===== config.mk =====
export PLATFORM = sky130hd
export DESIGN_NAME = round_robin_weighted_arbiter_n_input_1_output
export DESIGN_NICKNAME = d
export VERILOG_FILES = /design/src/rtl/round_robin_weighted_arbiter_n_input_1_output.sv
export SDC_FILE = /design/constraint.sdc
export NUM_CORES = 1
export LEC_CHECK = 0
export BUFFER_PORTS_ARGS = -buffer_cell sky130_fd_sc_hd__buf_4
export CAP_MARGIN = 15
export CORE_ASPECT_RATIO = 2
export CORE_MARGIN = 4
export CORE_UTILIZATION = 55
export DETAILED_ROUTE_END_ITERATION = 12
export PLACE_DENSITY = 0.75
export RECOVER_POWER = 50
export SLEW_MARGIN = 20
export SYNTH_ARGS = -nofsm -noshare
export SYNTH_HDL_FRONTEND = slang
export SYNTH_SLANG_ARGS = --single-unit

===== constraint.sdc =====
create_clock -name clock -period 4.7 [get_ports clock]
set_clock_uncertainty 0.15 [all_clocks]
set_input_delay 1.41 -clock clock [delete_from_list [all_inputs] [get_ports clock]]
set_output_delay 1.41 -clock clock [all_outputs]
set_load 0.01 [all_outputs]

===== src/rtl/round_robin_weighted_arbiter_n_input_1_output.sv =====
// Generic synchronous FIFO with occupancy count and a combinational head word.
// Latency: a pushed word is visible at the head on the cycle after its push edge.
// Backpressure: the owner must not push when full nor pop when empty.
module rr_fifo #(
    parameter int WIDTH = 8,
    parameter int DEPTH = 4
) (
    input  logic                   clock,
    input  logic                   rst,
    input  logic                   push,
    input  logic [WIDTH-1:0]       push_data,
    input  logic                   pop,
    output logic [WIDTH-1:0]       head_data,
    output logic [$clog2(DEPTH):0] count
);
    localparam int AW = $clog2(DEPTH);

    logic [WIDTH-1:0] mem [DEPTH];
    logic [AW-1:0]    wr_ptr;
    logic [AW-1:0]    rd_ptr;

    always_ff @(posedge clock) begin
        if (push) begin
            mem[wr_ptr] <= push_data;
        end
    end

    always_ff @(posedge clock) begin
        if (rst) begin
            wr_ptr <= '0;
            rd_ptr <= '0;
            count  <= '0;
        end else begin
            if (push) wr_ptr <= wr_ptr + 1'b1;
            if (pop)  rd_ptr <= rd_ptr + 1'b1;
            case ({push, pop})
                2'b10:   count <= count + 1'b1;
                2'b01:   count <= count - 1'b1;
                default: ;
            endcase
        end
    end

    assign head_data = mem[rd_ptr];
endmodule

// N-to-1 weighted round-robin arbiter with per-channel input FIFOs and a registered output.
// Latency: word pushed into an empty FIFO appears on out_valid two cycles after it is driven.
// Backpressure: out_ready low freezes the output word and all pops; full FIFOs drop in_ready.
module round_robin_weighted_arbiter_n_input_1_output #(
    parameter int NUM_REQUESTS = 4,
    parameter int WIDTH        = 8,
    parameter int FIFO_DEPTH   = 4,
    parameter int WEIGHT_WIDTH = 4,
    localparam int CH_W        = $clog2(NUM_REQUESTS)
) (
    input  logic                                       clock,
    input  logic                                       rst,
    input  logic                                       enabled,
    input  logic [NUM_REQUESTS-1:0]                    in_valid,
    input  logic [NUM_REQUESTS-1:0][WIDTH-1:0]         in_data,
    output logic [NUM_REQUESTS-1:0]                    in_ready,
    input  logic [NUM_REQUESTS-1:0][WEIGHT_WIDTH-1:0]  weight,
    output logic                                       out_valid,
    output logic [WIDTH-1:0]                           out_data,
    output logic [CH_W-1:0]                            out_channel,
    input  logic                                       out_ready,
    output logic [NUM_REQUESTS-1:0]                    fifo_empty
);
    localparam int CNT_W = $clog2(FIFO_DEPTH) + 1;

    typedef enum logic {IDLE, BURST} state_t;

    typedef struct packed {
        logic [CH_W-1:0]  ch;
        logic [WIDTH-1:0] dat;
    } out_word_t;

    state_t                  state;
    logic [CH_W-1:0]         ptr;
    logic [CH_W-1:0]         cur;
    logic [WEIGHT_WIDTH-1:0] remaining;
    out_word_t               out_q;

    logic [CNT_W-1:0]        count [NUM_REQUESTS];
    logic [WIDTH-1:0]        head  [NUM_REQUESTS];
    logic [NUM_REQUESTS-1:0] push;
    logic [NUM_REQUESTS-1:0] pop;

    logic                    slot_free;
    logic                    sel_vld;
    logic [CH_W-1:0]         sel;
    logic                    do_pop;
    logic [CH_W-1:0]         pop_ch;
    logic                    empties_after;
    logic [WEIGHT_WIDTH-1:0] first_rem;

    function automatic logic [CH_W-1:0] next_of(input logic [CH_W-1:0] c);
        return (c == CH_W'(NUM_REQUESTS - 1)) ? '0 : c + 1'b1;
    endfunction

    for (genvar i = 0; i < NUM_REQUESTS; i++) begin : g_ch
        assign in_ready[i]   = (count[i] < CNT_W'(FIFO_DEPTH)) & ~rst;
        assign push[i]       = in_valid[i] & in_ready[i];
        assign fifo_empty[i] = (count[i] == '0);
        assign pop[i]        = do_pop & (pop_ch == CH_W'(i));

        rr_fifo #(
            .WIDTH (WIDTH),
            .DEPTH (FIFO_DEPTH)
        ) u_fifo (
            .clock     (clock),
            .rst       (rst),
            .push      (push[i]),
            .push_data (in_data[i]),
            .pop       (pop[i]),
            .head_data (head[i]),
            .count     (count[i])
        );
    end

    assign slot_free = ~out_valid | out_ready;

    // Scan from farthest to nearest so the last hit is the first non-empty channel at/after ptr.
    always_comb begin
        int t;
        sel     = ptr;
        sel_vld = 1'b0;
        t       = 0;
        for (int k = NUM_REQUESTS - 1; k >= 0; k--) begin
            t = int'(ptr) + k;
            if (t >= NUM_REQUESTS) t = t - NUM_REQUESTS;
            if (!fifo_empty[t]) begin
                sel     = CH_W'(t);
                sel_vld = 1'b1;
            end
        end
    end

    always_comb begin
        do_pop = 1'b0;
        pop_ch = cur;
        if (state == IDLE) begin
            if (enabled && slot_free && sel_vld) begin
                do_pop = 1'b1;
                pop_ch = sel;
            end
        end else if (enabled && !fifo_empty[cur] && slot_free) begin
            do_pop = 1'b1;
        end
    end

    assign empties_after = (count[pop_ch] == CNT_W'(1)) && !push[pop_ch];
    assign first_rem     = (weight[sel] == '0) ? '0 : weight[sel] - 1'b1;

    always_ff @(posedge clock) begin
        if (rst) begin
            state     <= IDLE;
            ptr       <= '0;
            cur       <= '0;
            remaining <= '0;
            out_valid <= 1'b0;
            out_q     <= '0;
        end else begin
            if (do_pop) begin
                out_valid <= 1'b1;
                out_q     <= '{ch: pop_ch, dat: head[pop_ch]};
            end else if (out_ready) begin
                out_valid <= 1'b0;
            end

            case (state)
                IDLE: begin
                    if (do_pop) begin
                        cur       <= sel;
                        remaining <= first_rem;
                        if (first_rem == '0 || empties_after) ptr <= next_of(sel);
                        else                                  state <= BURST;
                    end
                end
                BURST: begin
                    if (!enabled || fifo_empty[cur]) begin
                        state <= IDLE;
                        ptr   <= next_of(cur);
                    end else if (do_pop) begin
                        remaining <= remaining - 1'b1;
                        if (remaining == WEIGHT_WIDTH'(1) || empties_after) begin
                            state <= IDLE;
                            ptr   <= next_of(cur);
                        end
                    end
                end
                default: state <= IDLE;
            endcase
        end
    end

    assign out_data    = out_q.dat;
    assign out_channel = out_q.ch;
endmodule


==> impl_metrics.csv <==
group,metric,value,unit
power_and_ir_drop,ir_worst_vdd,0.427,mV
critical_path,crit_buf_inv,1,
cts,cts_setup_buffers,0,
final_layout,fin_util,64.1,%
sta,worstMarginPinSlew,688,ps
floorplan,num_io_pins,75,
final_layout,nets,734,
final_layout,area_delta_synth_final,14.2,%
grt,overflow,0,
grt,grt_first_pass_wirelength,27000,microns
synth,synth.avg_cell_area,14.1,sq um
floorplan,core_area,14400,sq um
critical_path,crit_type,"reg2reg",
route,drt_first_pass_iters,6,
synth,synthArstFlopShare,0,%
cts,cts_tree,"done",
floorplan,row_count,62,
cts,clockBufferDepth,2,
sta,setup_viol,0,
min_path,min_path_type,"reg2reg",
cts,insertion_delay,420,ps
final_layout,regArea,4960,sq um
synth,yosysSeqAreaShare,61.3,%
final_layout,multiInputGateArea,2890,sq um
critical_path,critPathMaxStageDelay,740,ps
final_layout,instances_no_fill,856,
critical_path,cp_common_cell,"or3_1",
grt,grt_pass1_vias,5332,
cts,htreeDepth,4,
synth,netlist_area,8100,sq um
sta,whs,306,ps
floorplan,fp.dieH,180,microns
synth,synth_most_common_cell,"edfxtp_1",
critical_path,worstPathArrival,4370,ps
grt,grt.total_usage,21.1,%
synth,synth_top_cell_area_share,47.5,%
sta,period_needed,4170,ps
route,wl,17000,microns
floorplan,die_w,93.8,microns
cts,cts-root-buf,"clkbuf_16",
sta,timing_hold_violations_final,0,
cts,cts_buffers,17,
critical_path,cp_max_fo,9,
cts,clkTransAtPathRegs,70,ps
sta,drv_slew,0,
route,drt_iter0_drc,286,
placement,gp_congestion,0.883,
synth,yosys.area.top_type,"edfxtp_1",
cts,postCtsHoldBufs,0,
sta,max_freq,0.240,GHz
synth,synth_edf_count,128,
sta,period_share,88.7,%
route,via_count,4981,
critical_path,cp_top_family,"simple AND/OR/NAND/NOR gates",
final_layout,drive_gt1_share,17.9,%
cts,cts_resized,0,
placement,dpl.hpwl,12700,microns
route,drc_errors,0,
final_layout,nFillCells,1126,
synth,synth_warnings,0,
outcome,outcome,"complete, no violations",
critical_path,crit_slowest_cell,"o41ai_1",
synth,synth_area_leaders,"edfxtp_1, dfxtp_1, mux4_2, ha_1, nor2_1",
synth,synth_fp_nets,658,
placement,io_buffers,74,
placement,dp.cells,824,
synth,ys_top_cells_by_count,"edfxtp_1, dfxtp_1, nor2_1",
critical_path,path_cells,"or3_1 > o41ai_1 > o31ai_1 > o31a_1 > nor3_1 > ha_1 > inv_1 > fa_1 > xor2_1 > or3_1 > a21oi_1",
power_and_ir_drop,power-per-cell-area,577,nW/um^2
route,ant_nets,0,
floorplan,dieArea,16800,sq um
sta,fin_setup_tns,0,ps
run,cap_violations,0,
route,vias_per_cell,5.82,
critical_path,start_kind,"flip-flop",
power_and_ir_drop,leakagePower,3.21,nW
sta,grt_setup_unrepaired,"false",
critical_path,critPathRequiredTime,4900,ps
synth,ys_ff_latch,184,
grt,grt_max_degree,27,
critical_path,end_kind,"flip-flop",
synth,synth_cell_type_count,57,
sta,max_slew_margin,53.5,%
grt,antenna_found_initial,0,
power_and_ir_drop,totalPowerFinal,5.34,mW
synth,synth-main-ff-cell,"edfxtp_1",
final_layout,antenna-diode-count,0,
route,wl_per_cell,19.9,microns
cts,clock_sinks,184,
floorplan,start_util,56.1,%
synth,syn_inst,575,
per-layer routing:
metal	routed length (microns)	vias up	global-route usage, %
li1	-	2347	-
met1	6150	2462	23.1
met2	9780	141	39.0
met3	630	31	4.18
met4	482	0	8.04
met5	0	-	0
cells by family (layout without fill, tap and decap cells):
| kind of cell | after synthesis | after routing | share of synthesized area [%] |
|---|---|---|---|
| AOI/OAI and AO/OA | 100 | 100 | 9.18 |
| xor gates and xnor gates | 22 | 22 | 2.38 |
| adders and majority gates | 27 | 27 | 4.54 |
| buffers and inverters | 64 | 153 | 3.20 |
| DFF | 184 | 184 | 61.3 |
| muxes | 52 | 52 | 11.6 |
| and+or+nand+nor | 126 | 126 | 7.77 |
stage by stage:
stage / setup WS [ps] / instance area, sq um
2_1_floorplan: 761 / 8100
3_3_place_gp: 554 / 8850
3_5_place_dp: 452 / 8850
4_1_cts: 541 / 9410
5_1_grt: 241 / 9240
6_report: 529 / 9240
placed cells by master, fill, tap and decap left out, drive strengths merged, types with 4 or more instances in the layout:
cell and count:
edfxtp 128, clkbuf 61, dfxtp 56, inv 48, nor2 47, buf 37
mux4 32, a21oi 25, ha 23, nand2 20, and3 16, mux2 16
xor2 12, o21ai 11, a22oi 11, xnor2 10, nor3 10, o2111ai 9
or3 8, o31ai 8, o211ai 7, clkinv 7, and2 7, mux2i 4
a2111oi 4, a211oi 4, fa 4
power breakdown:
group | switching [mW] | total [mW] | leakage (nW) | internal [mW]
registers | 0.172 | 2.08 | 1.62 | 1.91
logic | 1.15 | 1.92 | 1.32 | 0.775
clock network | 0.635 | 1.33 | 0.278 | 0.699
flip-flops by register name, summed over array words and instances, names as in the netlist, named ones only:
register	flops
cur	2
g_ch.u_fifo.count	12
g_ch.u_fifo.mem	128
g_ch.u_fifo.rd_ptr	8
g_ch.u_fifo.wr_ptr	8
out_channel	2
out_data	8
out_valid	1
ptr	2
remaining	4
state	1
path summary, 6_finish.rpt:
path | startpoint | to | slack (ps) | depth (start not counted)
worst max-delay path | g_ch[3].u_fifo.count[0]$_SDFFE_PP0P_ | g_ch[1].u_fifo.count[2]$_SDFFE_PP0P_ | 530 | 11
worst min-delay path | out_data[6]$_SDFFE_PP0P_ | out_data[6]$_SDFFE_PP0P_ | 310 | 2
worst max register to register | g_ch[3].u_fifo.count[0]$_SDFFE_PP0P_ | g_ch[1].u_fifo.count[2]$_SDFFE_PP0P_ | 530 | 11
worst min register to register | out_data[6]$_SDFFE_PP0P_ | out_data[6]$_SDFFE_PP0P_ | 310 | 2
area by class of cell:
class	instances	area share [%]
multi-input cells	327	31.2
clock inverters	15	1.43
repair buffers	81	4.79
flip-flops and latches	184	53.7
clock buffers	17	4.60
inverters	40	1.62
well taps	192	2.60
worst reg2reg max path, cell delays in order (launching register included):
cell and delay, ps:
dfxtp_1 340, or3_1 590, o41ai_1 740, o31ai_1 240, o31a_1 240, nor3_1 460, ha_1 260, inv_1 60
fa_1 380, xor2_1 160, or3_1 320, a21oi_1 140
Note: power is estimated with default switching activity, not from simulation.
